==> src/rtl/nanorv32_timer_if.sv <==
// APB slave bundle between the bus fabric and nanorv32_timer.
// master drives select/address/strobes/wdata; slave returns prdata/pready/pslverr.
interface nanorv32_timer_if;
    logic        apb_timer_psel;
    logic [11:0] apb_timer_paddr;
    logic        apb_timer_penable;
    logic        apb_timer_pwrite;
    logic [31:0] apb_timer_pwdata;
    logic [31:0] timer_apb_prdata;
    logic        timer_apb_pready;
    logic        timer_apb_pslverr;

    modport master (
        output apb_timer_psel,
        output apb_timer_paddr,
        output apb_timer_penable,
        output apb_timer_pwrite,
        output apb_timer_pwdata,
        input  timer_apb_prdata,
        input  timer_apb_pready,
        input  timer_apb_pslverr
    );

    modport slave (
        input  apb_timer_psel,
        input  apb_timer_paddr,
        input  apb_timer_penable,
        input  apb_timer_pwrite,
        input  apb_timer_pwdata,
        output timer_apb_prdata,
        output timer_apb_pready,
        output timer_apb_pslverr
    );
endinterface

==> src/rtl/nanorv32_timer.sv <==
// 32-bit prescaled up-counter with compare match, one-shot/auto-reload, level irq.
// Ports: clk, rst (sync, high), apb (APB slave bundle), timer_irq (MATCH & IE).
module nanorv32_timer #(
    parameter int PRESCALE_W = 16
) (
    input  logic             clk,
    input  logic             rst,
    nanorv32_timer_if.slave  apb,
    output logic             timer_irq
);

    logic                  en;
    logic                  reload;
    logic                  ie;
    logic                  match;
    logic [PRESCALE_W-1:0] prescale;
    logic [PRESCALE_W-1:0] pcnt;
    logic [31:0]           count;
    logic [31:0]           compare;

    logic [2:0]  sel;
    logic [31:0] wdata;
    logic        wr;
    logic        wr_ctrl;
    logic        wr_pre;
    logic        wr_count;
    logic        wr_cmp;
    logic        wr_status;
    logic        tick;
    logic        step;
    logic        hit;
    logic        match_evt;
    logic        en_next;
    logic        unused;

    assign sel   = apb.apb_timer_paddr[4:2];
    assign wdata = apb.apb_timer_pwdata;
    assign wr    = apb.apb_timer_psel & ~apb.apb_timer_penable
                 & apb.apb_timer_pwrite;

    assign wr_ctrl   = wr & (sel == 3'd0);
    assign wr_pre    = wr & (sel == 3'd1);
    assign wr_count  = wr & (sel == 3'd2);
    assign wr_cmp    = wr & (sel == 3'd3);
    assign wr_status = wr & (sel == 3'd4);

    assign tick = en & (pcnt == prescale);
    // A COUNT write, or a CTRL write that disables, swallows this tick.
    assign step = tick & ~wr_count & ~(wr_ctrl & ~wdata[0]);
    assign hit  = (count == compare);
    assign match_evt = step & hit;

    always_comb begin
        en_next = en;
        if (wr_ctrl)
            en_next = wdata[0];
        else if (match_evt & ~reload)
            en_next = 1'b0;
    end

    always_ff @(posedge clk) begin
        if (rst) begin
            en       <= 1'b0;
            reload   <= 1'b0;
            ie       <= 1'b0;
            match    <= 1'b0;
            prescale <= '0;
            pcnt     <= '0;
            count    <= 32'd0;
            compare  <= 32'hFFFF_FFFF;
        end else begin
            en <= en_next;
            if (wr_ctrl) begin
                reload <= wdata[1];
                ie     <= wdata[2];
            end

            // Start every enabled run from a fresh prescale phase.
            if (!en || !en_next)
                pcnt <= '0;
            else if (tick)
                pcnt <= '0;
            else
                pcnt <= pcnt + PRESCALE_W'(1);

            if (wr_pre)
                prescale <= wdata[PRESCALE_W-1:0];
            if (wr_cmp)
                compare <= wdata;

            if (wr_count)
                count <= wdata;
            else if (step)
                count <= hit ? 32'd0 : count + 32'd1;

            // A new match beats a simultaneous W1C.
            if (match_evt)
                match <= 1'b1;
            else if (wr_status & wdata[0])
                match <= 1'b0;
        end
    end

    always_comb begin
        apb.timer_apb_prdata = 32'd0;
        if (apb.apb_timer_psel & ~apb.apb_timer_pwrite) begin
            case (sel)
                3'd0: apb.timer_apb_prdata = {29'd0, ie, reload, en};
                3'd1: apb.timer_apb_prdata = 32'(prescale);
                3'd2: apb.timer_apb_prdata = count;
                3'd3: apb.timer_apb_prdata = compare;
                3'd4: apb.timer_apb_prdata = {31'd0, match};
                default: apb.timer_apb_prdata = 32'd0;
            endcase
        end
    end

    assign apb.timer_apb_pready  = 1'b1;
    assign apb.timer_apb_pslverr = 1'b0;
    assign timer_irq = match & ie;

    assign unused = ^{apb.apb_timer_paddr[11:5], apb.apb_timer_paddr[1:0]};

endmodule

==> src/flat_wrapper.sv <==
// flat-port wrapper written by rule: the top's interface ports become plain ports
module nanorv32_timer_flat 
#(
    parameter int PRESCALE_W = 16
)
  (clk, rst, timer_irq, apb_apb_timer_psel, apb_apb_timer_paddr, apb_apb_timer_penable, apb_apb_timer_pwrite, apb_apb_timer_pwdata, apb_timer_apb_prdata, apb_timer_apb_pready, apb_timer_apb_pslverr);
  nanorv32_timer_if apb_i ();
  input  logic clk;
  input  logic rst;
  output logic timer_irq;
  input wire logic [$bits(apb_i.apb_timer_psel)-1:0] apb_apb_timer_psel;
  input wire logic [$bits(apb_i.apb_timer_paddr)-1:0] apb_apb_timer_paddr;
  input wire logic [$bits(apb_i.apb_timer_penable)-1:0] apb_apb_timer_penable;
  input wire logic [$bits(apb_i.apb_timer_pwrite)-1:0] apb_apb_timer_pwrite;
  input wire logic [$bits(apb_i.apb_timer_pwdata)-1:0] apb_apb_timer_pwdata;
  output wire logic [$bits(apb_i.timer_apb_prdata)-1:0] apb_timer_apb_prdata;
  output wire logic [$bits(apb_i.timer_apb_pready)-1:0] apb_timer_apb_pready;
  output wire logic [$bits(apb_i.timer_apb_pslverr)-1:0] apb_timer_apb_pslverr;
  assign apb_i.apb_timer_psel = apb_apb_timer_psel;
  assign apb_i.apb_timer_paddr = apb_apb_timer_paddr;
  assign apb_i.apb_timer_penable = apb_apb_timer_penable;
  assign apb_i.apb_timer_pwrite = apb_apb_timer_pwrite;
  assign apb_i.apb_timer_pwdata = apb_apb_timer_pwdata;
  assign apb_timer_apb_prdata = apb_i.timer_apb_prdata;
  assign apb_timer_apb_pready = apb_i.timer_apb_pready;
  assign apb_timer_apb_pslverr = apb_i.timer_apb_pslverr;
  nanorv32_timer #(.PRESCALE_W(PRESCALE_W)) u_core (.clk(clk), .rst(rst), .apb(apb_i), .timer_irq(timer_irq));
endmodule
==> config.mk <==
export PLATFORM = sky130hd
export DESIGN_NAME = nanorv32_timer_flat
export DESIGN_NICKNAME = d
export VERILOG_FILES = /design/src/rtl/nanorv32_timer_if.sv /design/src/rtl/nanorv32_timer.sv /design/src/flat_wrapper.sv
export SDC_FILE = /design/constraint.sdc
export NUM_CORES = 1
export LEC_CHECK = 0
export CAP_MARGIN = 10
export CORE_MARGIN = 3
export CORE_UTILIZATION = 35
export DETAILED_ROUTE_END_ITERATION = 10
export PLACE_DENSITY = 0.65
export SYNTH_ARGS = -nofsm -noshare
export SYNTH_HDL_FRONTEND = slang
export SYNTH_SLANG_ARGS = --single-unit
==> constraint.sdc <==
create_clock -name clk -period 4.11 [get_ports clk]
set_clock_uncertainty 0.05 [all_clocks]
set_input_delay 0.411 -clock clk [delete_from_list [all_inputs] [get_ports clk]]
set_output_delay 0.411 -clock clk [all_outputs]
set_load 0.1 [all_outputs]
==> results by group, run 1 <==
Layout
  • Multi-input gate area: 3739 µm²
  • Filler Cells Inserted: 1,626
  • Area growth syn-to-layout: 23.73%
  • Antenna diode count: 0
  • Layout cells sized above 1: 13.36%
  • Register area: 2002 µm²
  • Final #Nets: 818

Clocking
  • # Post-CTS Setup Buffers: 0
  • Clock buffer depth: 2
  • Clock transition at path regs: 70 ps
  • Resize count post-CTS: 0
  • Clk sink count: 100
  • Hold_buf cts: 0
  • TritonCTS clock tree: yes
  • Root buf cell: clkbuf_16
  • CTS buffer count: 9
  • H-tree depth: 3
  • Clock Latency Late Sink: 350 ps

Yosys
  • Seq/Total Area, Yosys: 32.96%
  • Number of enable-type register cells in the synthesized netlist: 0
  • Mux share of post-synthesis cell area: 3.460%
  • Synth top area share: 32.96%
  • Largest family of logic cells by synthesized area: simple AND/OR/NAND/NOR gates
  • Area share of and/or/nand/nor cells after synthesis: 27.19%
  • Post-Synth XOR/XNOR Area: 11.82%
  • Complex-gate fraction of the synthesized area: 18.43%
  • Yosys reg bits: 100
  • Cell area after synthesis: 6075 µm²
  • Post-synthesis adder-cell area fraction: 0.4119%
  • Ys Warns: 0
  • Gate Count Post-Synth: 727
  • Largest cells by area after synthesis: dfxtp_1 33%, xnor2_1 11%, nor2_1 4.7%
  • Post-synth top flop: dfxtp_1
  • Number of library cell types mapped by synthesis: 57
  • Async S/R FF share, synth: 0%
  • Post-Syn Nets: 778
  • Largest area contributor in the netlist: dfxtp_1
  • Mean Syn Cell Area: 8.356 µm²

STA
  • Fin. max-slew vios: 0
  • Setup_tns: 0 ps
  • Worst-Margin Slew: 968.6 ps
  • Final setup violation count: 0
  • Minimum clock period: 3044 ps
  • Period utilization: 74.06%
  • Final Hold Fails: 0
  • Fmax: 328.6 MHz
  • Max_slew headroom: 35.23%
  • Worst setup margin: 1066 ps
  • RSZ-0062 raised after global routing: false

Placed design
  • Dpl hpwl: 12,860 µm
  • IO Port Bufs: 72
  • Gpl congestion: 0.8560
  • Pre-CTS WS: 991.2 ps

GRT
  • Total GRT Usage: 18.87%
  • Largest net degree at the start of global routing: 35
  • GR Util met3: 2.849%
  • Layer with the highest usage: met2
  • Initial antenna violation count: 0
  • First-pass GRT wire length: 28,060 µm
  • GRT met2 Usage: 30.34%
  • Total gr overflow: 0
  • M1 GR Usage: 26.95%
  • Vias in the first global route: 5,112

Hold path
  • Worst Min Path Start: u_core.prescale[5]
  • Hold Path Class: reg2reg
  • Hold path cells: 2
  • Hold path endpoint: u_core.prescale[5]

Drt
  • Antenna viol nets, final: 0
  • DRC viols: 0
  • Post-detailed-route wirelength per cell: 17.76 µm
  • DRC marker count from the first detailed-route iteration: 474
  • Pre-antenna DRT Iters: 5
  • Final WL: 17,600 µm
  • Vias: 5,398
  • Avg Vias per Cell: 5.447

Power and ir drop
  • Max VDD drop: 0.1979 mV
  • Net Switching: 0.5198 mW
  • Gate power share: 10.9%
  • Int Power: 1.574 mW
  • Leak: 2.414 nW
  • Seq pwr share: 47.2%
  • Sw frac: 24.82%
  • Clock group share of total power: 41.9%
  • Total power: 2.094 mW
  • Power density over the cells: 278.7 nW/µm²

Worst setup path
  • Required time worst endpoint: 3650 ps
  • Data arrival, critical path: 2580 ps
  • R2R setup slack: 1220 ps
  • Critical path fanouts, max: 18
  • Reg2Reg Capture Point: u_core.count[25]
  • Critical path type: in2out
  • Worst r2r path cells: 6
  • Critical path startpoint: apb_apb_timer_paddr[2]
  • Crit start category: input pin
  • Crit end category: output pin
  • R2R Path Start: u_core.count[6]

Floorplan
  • Rows: 47
  • Die Y: 137.7 µm
  • Chip width: 137.7 µm
  • Starting density of the core: 36.24%
  • Core ar.: 16,760 µm²
  • # IOs: 84
  • Die footprint: 18,970 µm²

Run status
  • Run status: finished, final reports clean

Run
  • Max-cap check violation count: 0
-- how the worst max path moves through the flow --
| stage | endpoint | slack, ps | cells after the start |
|---|---|---|---|
| after floorplan | apb_timer_apb_prdata[10] | 790 | 7 |
| after global placement | u_core.count[19] | 990 | 7 |
| after detailed placement | u_core.count[19] | 990 | 7 |
| after CTS | apb_timer_apb_prdata[8] | 1070 | 7 |
| after global routing | apb_timer_apb_prdata[5] | 840 | 7 |
| final | apb_timer_apb_prdata[7] | 1070 | 7 |
-- synth_stat cells (2+ instances only) --
cell type and count:
a2bb2oi_1 5, conb_1 2, dfxtp_1 100, nand2_1 64, mux2i_1 3, and3b_1 2, nand3b_1 5, a2111oi_2 2
a22oi_1 36, inv_1 9, buf_2 13, or2_2 4, ha_1 2, nand3_1 24, nor4_2 6, nor2_1 76
nor3b_1 2, a21oi_1 31, and4_1 5, nor3_1 18, o21ai_0 9, a31oi_1 10, o22ai_1 2, buf_4 5
a211o_1 32, clkbuf_1 34, o31ai_1 4, mux4_2 2, mux2_2 12, and3_1 7, and2_1 5, nor4_4 5
xnor2_1 76, a211oi_1 13, buf_6 6, o21a_1 3, nand2b_1 4, or3_1 5, nor2b_1 41, nand4_1 21
xor2_1 6
-- layer usage --
metal | share of wire [%] | up-vias
met4 | 1.4 | 0
met2 | 46 | 192
met1 | 47 | 2540
met5 | 0 | -
met3 | 6.3 | 20
li1 | - | 2646
-- cell usage in the layout (no fill, tap or decap), types with 3 or more instances in the layout --
cell type and instances:
o21ai_0 9, a211oi_1 13, nand2b_1 4, nand4_1 21
and4_1 5, a22oi_1 36, nor2b_1 41, a31oi_1 10
nor2_1 76, nand3b_1 5, clkdlybuf4s50_1 39, inv_1 9
nor4_2 6, nor4_4 5, or3_1 5, nor3_1 18
buf_4 17, o31ai_1 4, and2_1 4, or2_2 4
mux2i_1 3, and3_1 7, mux2_2 12, a21oi_1 31
dfxtp_1 100, a2bb2oi_1 5, buf_12 32, xnor2_1 76
nand3_1 24, a211o_1 32, o21a_1 3, nand2_1 64
clkbuf_16 9, xor2_1 6
-- critical path, cell delays in order --
cell,delay [ps]
clkdlybuf4s50_1,630
o21ai_0,270
nand3b_1,90
buf_4,210
or2_2,440
nor2_1,300
buf_12,220
-- state kept, by name (all words and copies together), names as in the netlist --
register,cells
u_core.match,1
u_core.compare,32
u_core.count,32
u_core.en,1
u_core.pcnt,16
u_core.reload,1
u_core.ie,1
u_core.prescale,16
-- through the flow --
stage	hold WS (ps)	instance area [µm²]	cells	utilization [%]
6_report	442.0	7516	991	44.85
3_3_place_gp	421.9	7213	976	43.04
5_1_grt	467.2	7516	991	44.85
3_5_place_dp	431.7	7213	976	43.04
4_1_cts	441.5	7516	991	44.85
2_1_floorplan	407.5	6075	727	-
-- final cells by class --
type | instances | share of cell area [%]
Clock buffer | 12 | 3.413
Clock inverter | 3 | 0.6159
Inverter | 9 | 0.4495
Multi-Input combinational cell | 558 | 49.74
Sequential cell | 100 | 26.64
Tap cell | 220 | 3.662
Timing Repair Buffer | 89 | 15.48
-- power by group through the flow --
stage	logic, mW	registers (mW)	clock network [mW]
2_1_floorplan	0.133	1.01	0
6_report	0.229	0.988	0.877
5_1_grt	0.242	0.989	0.929
3_3_place_gp	0.228	1.01	0
3_5_place_dp	0.227	1.01	0
4_1_cts	0.228	0.988	0.889
-- cells by family (layout without fill, tap and decap cells) --
kind of cell | after synthesis | after routing
other | 2 | 2
adders and majority gates | 2 | 2
xor gates and xnor gates | 82 | 82
AOI/OAI and AO/OA | 154 | 154
DFF | 100 | 100
and+or+nand+nor | 301 | 301
buffers and inverters | 69 | 113
muxes | 17 | 17
Note: power is estimated with default switching activity, not from simulation.
==> inputs of run 2 (changes only) <==
--- a/config.mk
+++ b/config.mk
@@ -9,7 +9,7 @@
 export CORE_MARGIN = 3
 export CORE_UTILIZATION = 35
 export DETAILED_ROUTE_END_ITERATION = 10
-export PLACE_DENSITY = 0.65
+export PLACE_DENSITY = 0.67
 export SYNTH_ARGS = -nofsm -noshare
 export SYNTH_HDL_FRONTEND = slang
 export SYNTH_SLANG_ARGS = --single-unit
==> constraint.sdc (replaced) <==
create_clock -name clk -period 2.7 [get_ports clk]
set_clock_uncertainty 0.05 [all_clocks]
set_input_delay 0.27 -clock clk [delete_from_list [all_inputs] [get_ports clk]]
set_output_delay 0.27 -clock clk [all_outputs]
set_load 0.1 [all_outputs]
==> run 2 against run 1 <==
Compared with the run above:
- combinational power up 59%
- first-iteration DRC count down 1.3%
- largest cell class unchanged
- total power up 48%
==> results by group, run 2 (synthesis results as in run 1) <==
Run
  • Max-cap check violation count: 0

Floorplan
  • Starting density of the core: 36.24%
  • # IOs: 84
  • Die footprint: 18,970 µm²
  • Chip width: 137.7 µm
  • Die Y: 137.7 µm
  • Rows: 47
  • Core ar.: 16,760 µm²

Drt
  • DRC viols: 0
  • Antenna viol nets, final: 0
  • Post-detailed-route wirelength per cell: 17.60 µm
  • Avg Vias per Cell: 5.478
  • Pre-antenna DRT Iters: 5
  • Vias: 5,560
  • DRC marker count from the first detailed-route iteration: 468
  • Final WL: 17,860 µm

GRT
  • GR Util met3: 3.178%
  • Total GRT Usage: 19.36%
  • Vias in the first global route: 5,346
  • First-pass GRT wire length: 28,660 µm
  • Largest net degree at the start of global routing: 41
  • Initial antenna violation count: 0
  • Layer with the highest usage: met2
  • M1 GR Usage: 26.63%
  • GRT met2 Usage: 31.70%
  • Total gr overflow: 0

Hold path
  • Worst Min Path Start: rst
  • Hold Path Class: in2reg

Layout
  • Area growth syn-to-layout: 27.44%
  • Multi-input gate area: 3766 µm²
  • Antenna diode count: 0
  • Filler Cells Inserted: 1,640
  • Fin util: 46.19%
  • Layout cells sized above 1: 17.48%
  • Register area: 2002 µm²
  • Biggest regs: u_core.compare: 32 flops, u_core.count: 32 flops
  • Most frequent cells in the layout: 100 x dfxtp_1, 76 x xnor2_1, 65 x nor2_1, 64 x nand2_1, 41 x nor2b_1
  • Commonest non-fill, non-tap cell in the layout: dfxtp_1
  • Final #Nets: 841

Clocking
  • Clock Latency Late Sink: 360 ps
  • Clock transition at path regs: 70 ps
  • TritonCTS clock tree: yes
  • H-tree depth: 3
  • CTS buffer count: 9
  • Root buf cell: clkbuf_16
  • Clk sink count: 100
  • Clock buffer depth: 2

STA
  • Worst-Margin Slew: 693.3 ps
  • Final Hold Fails: 0
  • Final setup violation count: 0
  • Max_slew headroom: 53.78%
  • Fin Hold WS: 391.4 ps
  • Fmax: 396.4 MHz
  • Setup_tns: 0 ps
  • Fin. max-slew vios: 0
  • RSZ-0062 raised after global routing: false
  • Period utilization: 93.43%
  • Minimum clock period: 2523 ps

Worst setup path
  • Crit start category: input pin
  • Critical path type: in2out
  • R2R Path Start: u_core.count[26]
  • Crit end category: output pin
  • Data arrival, critical path: 2200 ps
  • Critical path fanouts, max: 17
  • Critical path startpoint: apb_apb_timer_paddr[2]
  • Required time worst endpoint: 2380 ps

Power and ir drop
  • Leak: 2.536 nW
  • Power density over the cells: 401.7 nW/µm²
  • Max VDD drop: 0.3848 mV

Placed design
  • IO Port Bufs: 72
  • Gpl congestion: 0.8661
  • Dpl hpwl: 13,140 µm

Run status
  • Run status: finished, final reports clean
-- run 2: cell count changes in the layout (fill, tap and decap cells not counted), sizes merged --
cell           before  now
clkdlybuf4s50      39   38
clkinv              1    3
buf                50   74
clkbuf             12   11
bufinv              1    0
clkinvlp            1    2
-- run 2: final timing paths --
| check | end | slack (ps) | cells after the start |
|---|---|---|---|
| max | apb_timer_apb_prdata[15] | 180 | 8 |
| min | u_core.ie | 390 | 2 |
| max reg2reg | u_core.count[0] | 360 | 8 |
| min reg2reg | u_core.prescale[0] | 440 | 2 |
-- run 2: routing by layer --
layer  vias up  wire length [µm]
met1      2668              8231
met3        22              1094
li1       2691                 -
met4         0               285
met5         -                 0
met2       179              8252
-- run 2: area by class of cell --
class                   instances  area share (%)
well taps                     220           3.556
inverters                       9          0.4364
repair buffers                112           17.88
clock inverters                 5          0.4849
multi-input cells             558           48.65
flip-flops and latches        100           25.86
clock buffers                  11           3.136
-- run 2: power by group --
part / total [mW] / switching [mW] / internal (mW) / leakage (nW)
combinational: 0.365 / 0.212 / 0.153 / 1.60
sequential: 1.50 / 0.0163 / 1.49 / 0.808
clock: 1.24 / 0.588 / 0.652 / 0.132
total: 3.11 / 0.816 / 2.29 / 2.54
-- run 2: critical path, stage by stage --
cell,delay [ps]
clkdlybuf4s50_1,470
buf_4,250
buf_4,250
nor2b_1,190
buf_4,200
a22oi_1,100
nor2_1,250
buf_12,220
-- run 2: what timing repair did --
item / CTS / global route
hold buffers: 0 / 0
gates resized for setup: 0 / 1
endpoints found under the setup margin: 0 / 3
setup buffers: 0 / 0
-- run 2: per-stage QoR --
step                total power [mW]  cell area, µm²  setup slack (ps)  std cells
finish                         3.110            7741             177.5       1015
floorplan                      1.737            6100            -334.3        727
global placement               1.897            7458             65.57        999
global route                   3.207            7741             44.63       1015
detailed placement             1.900            7458            -8.262        999
CTS                            3.137            7739             152.9       1015
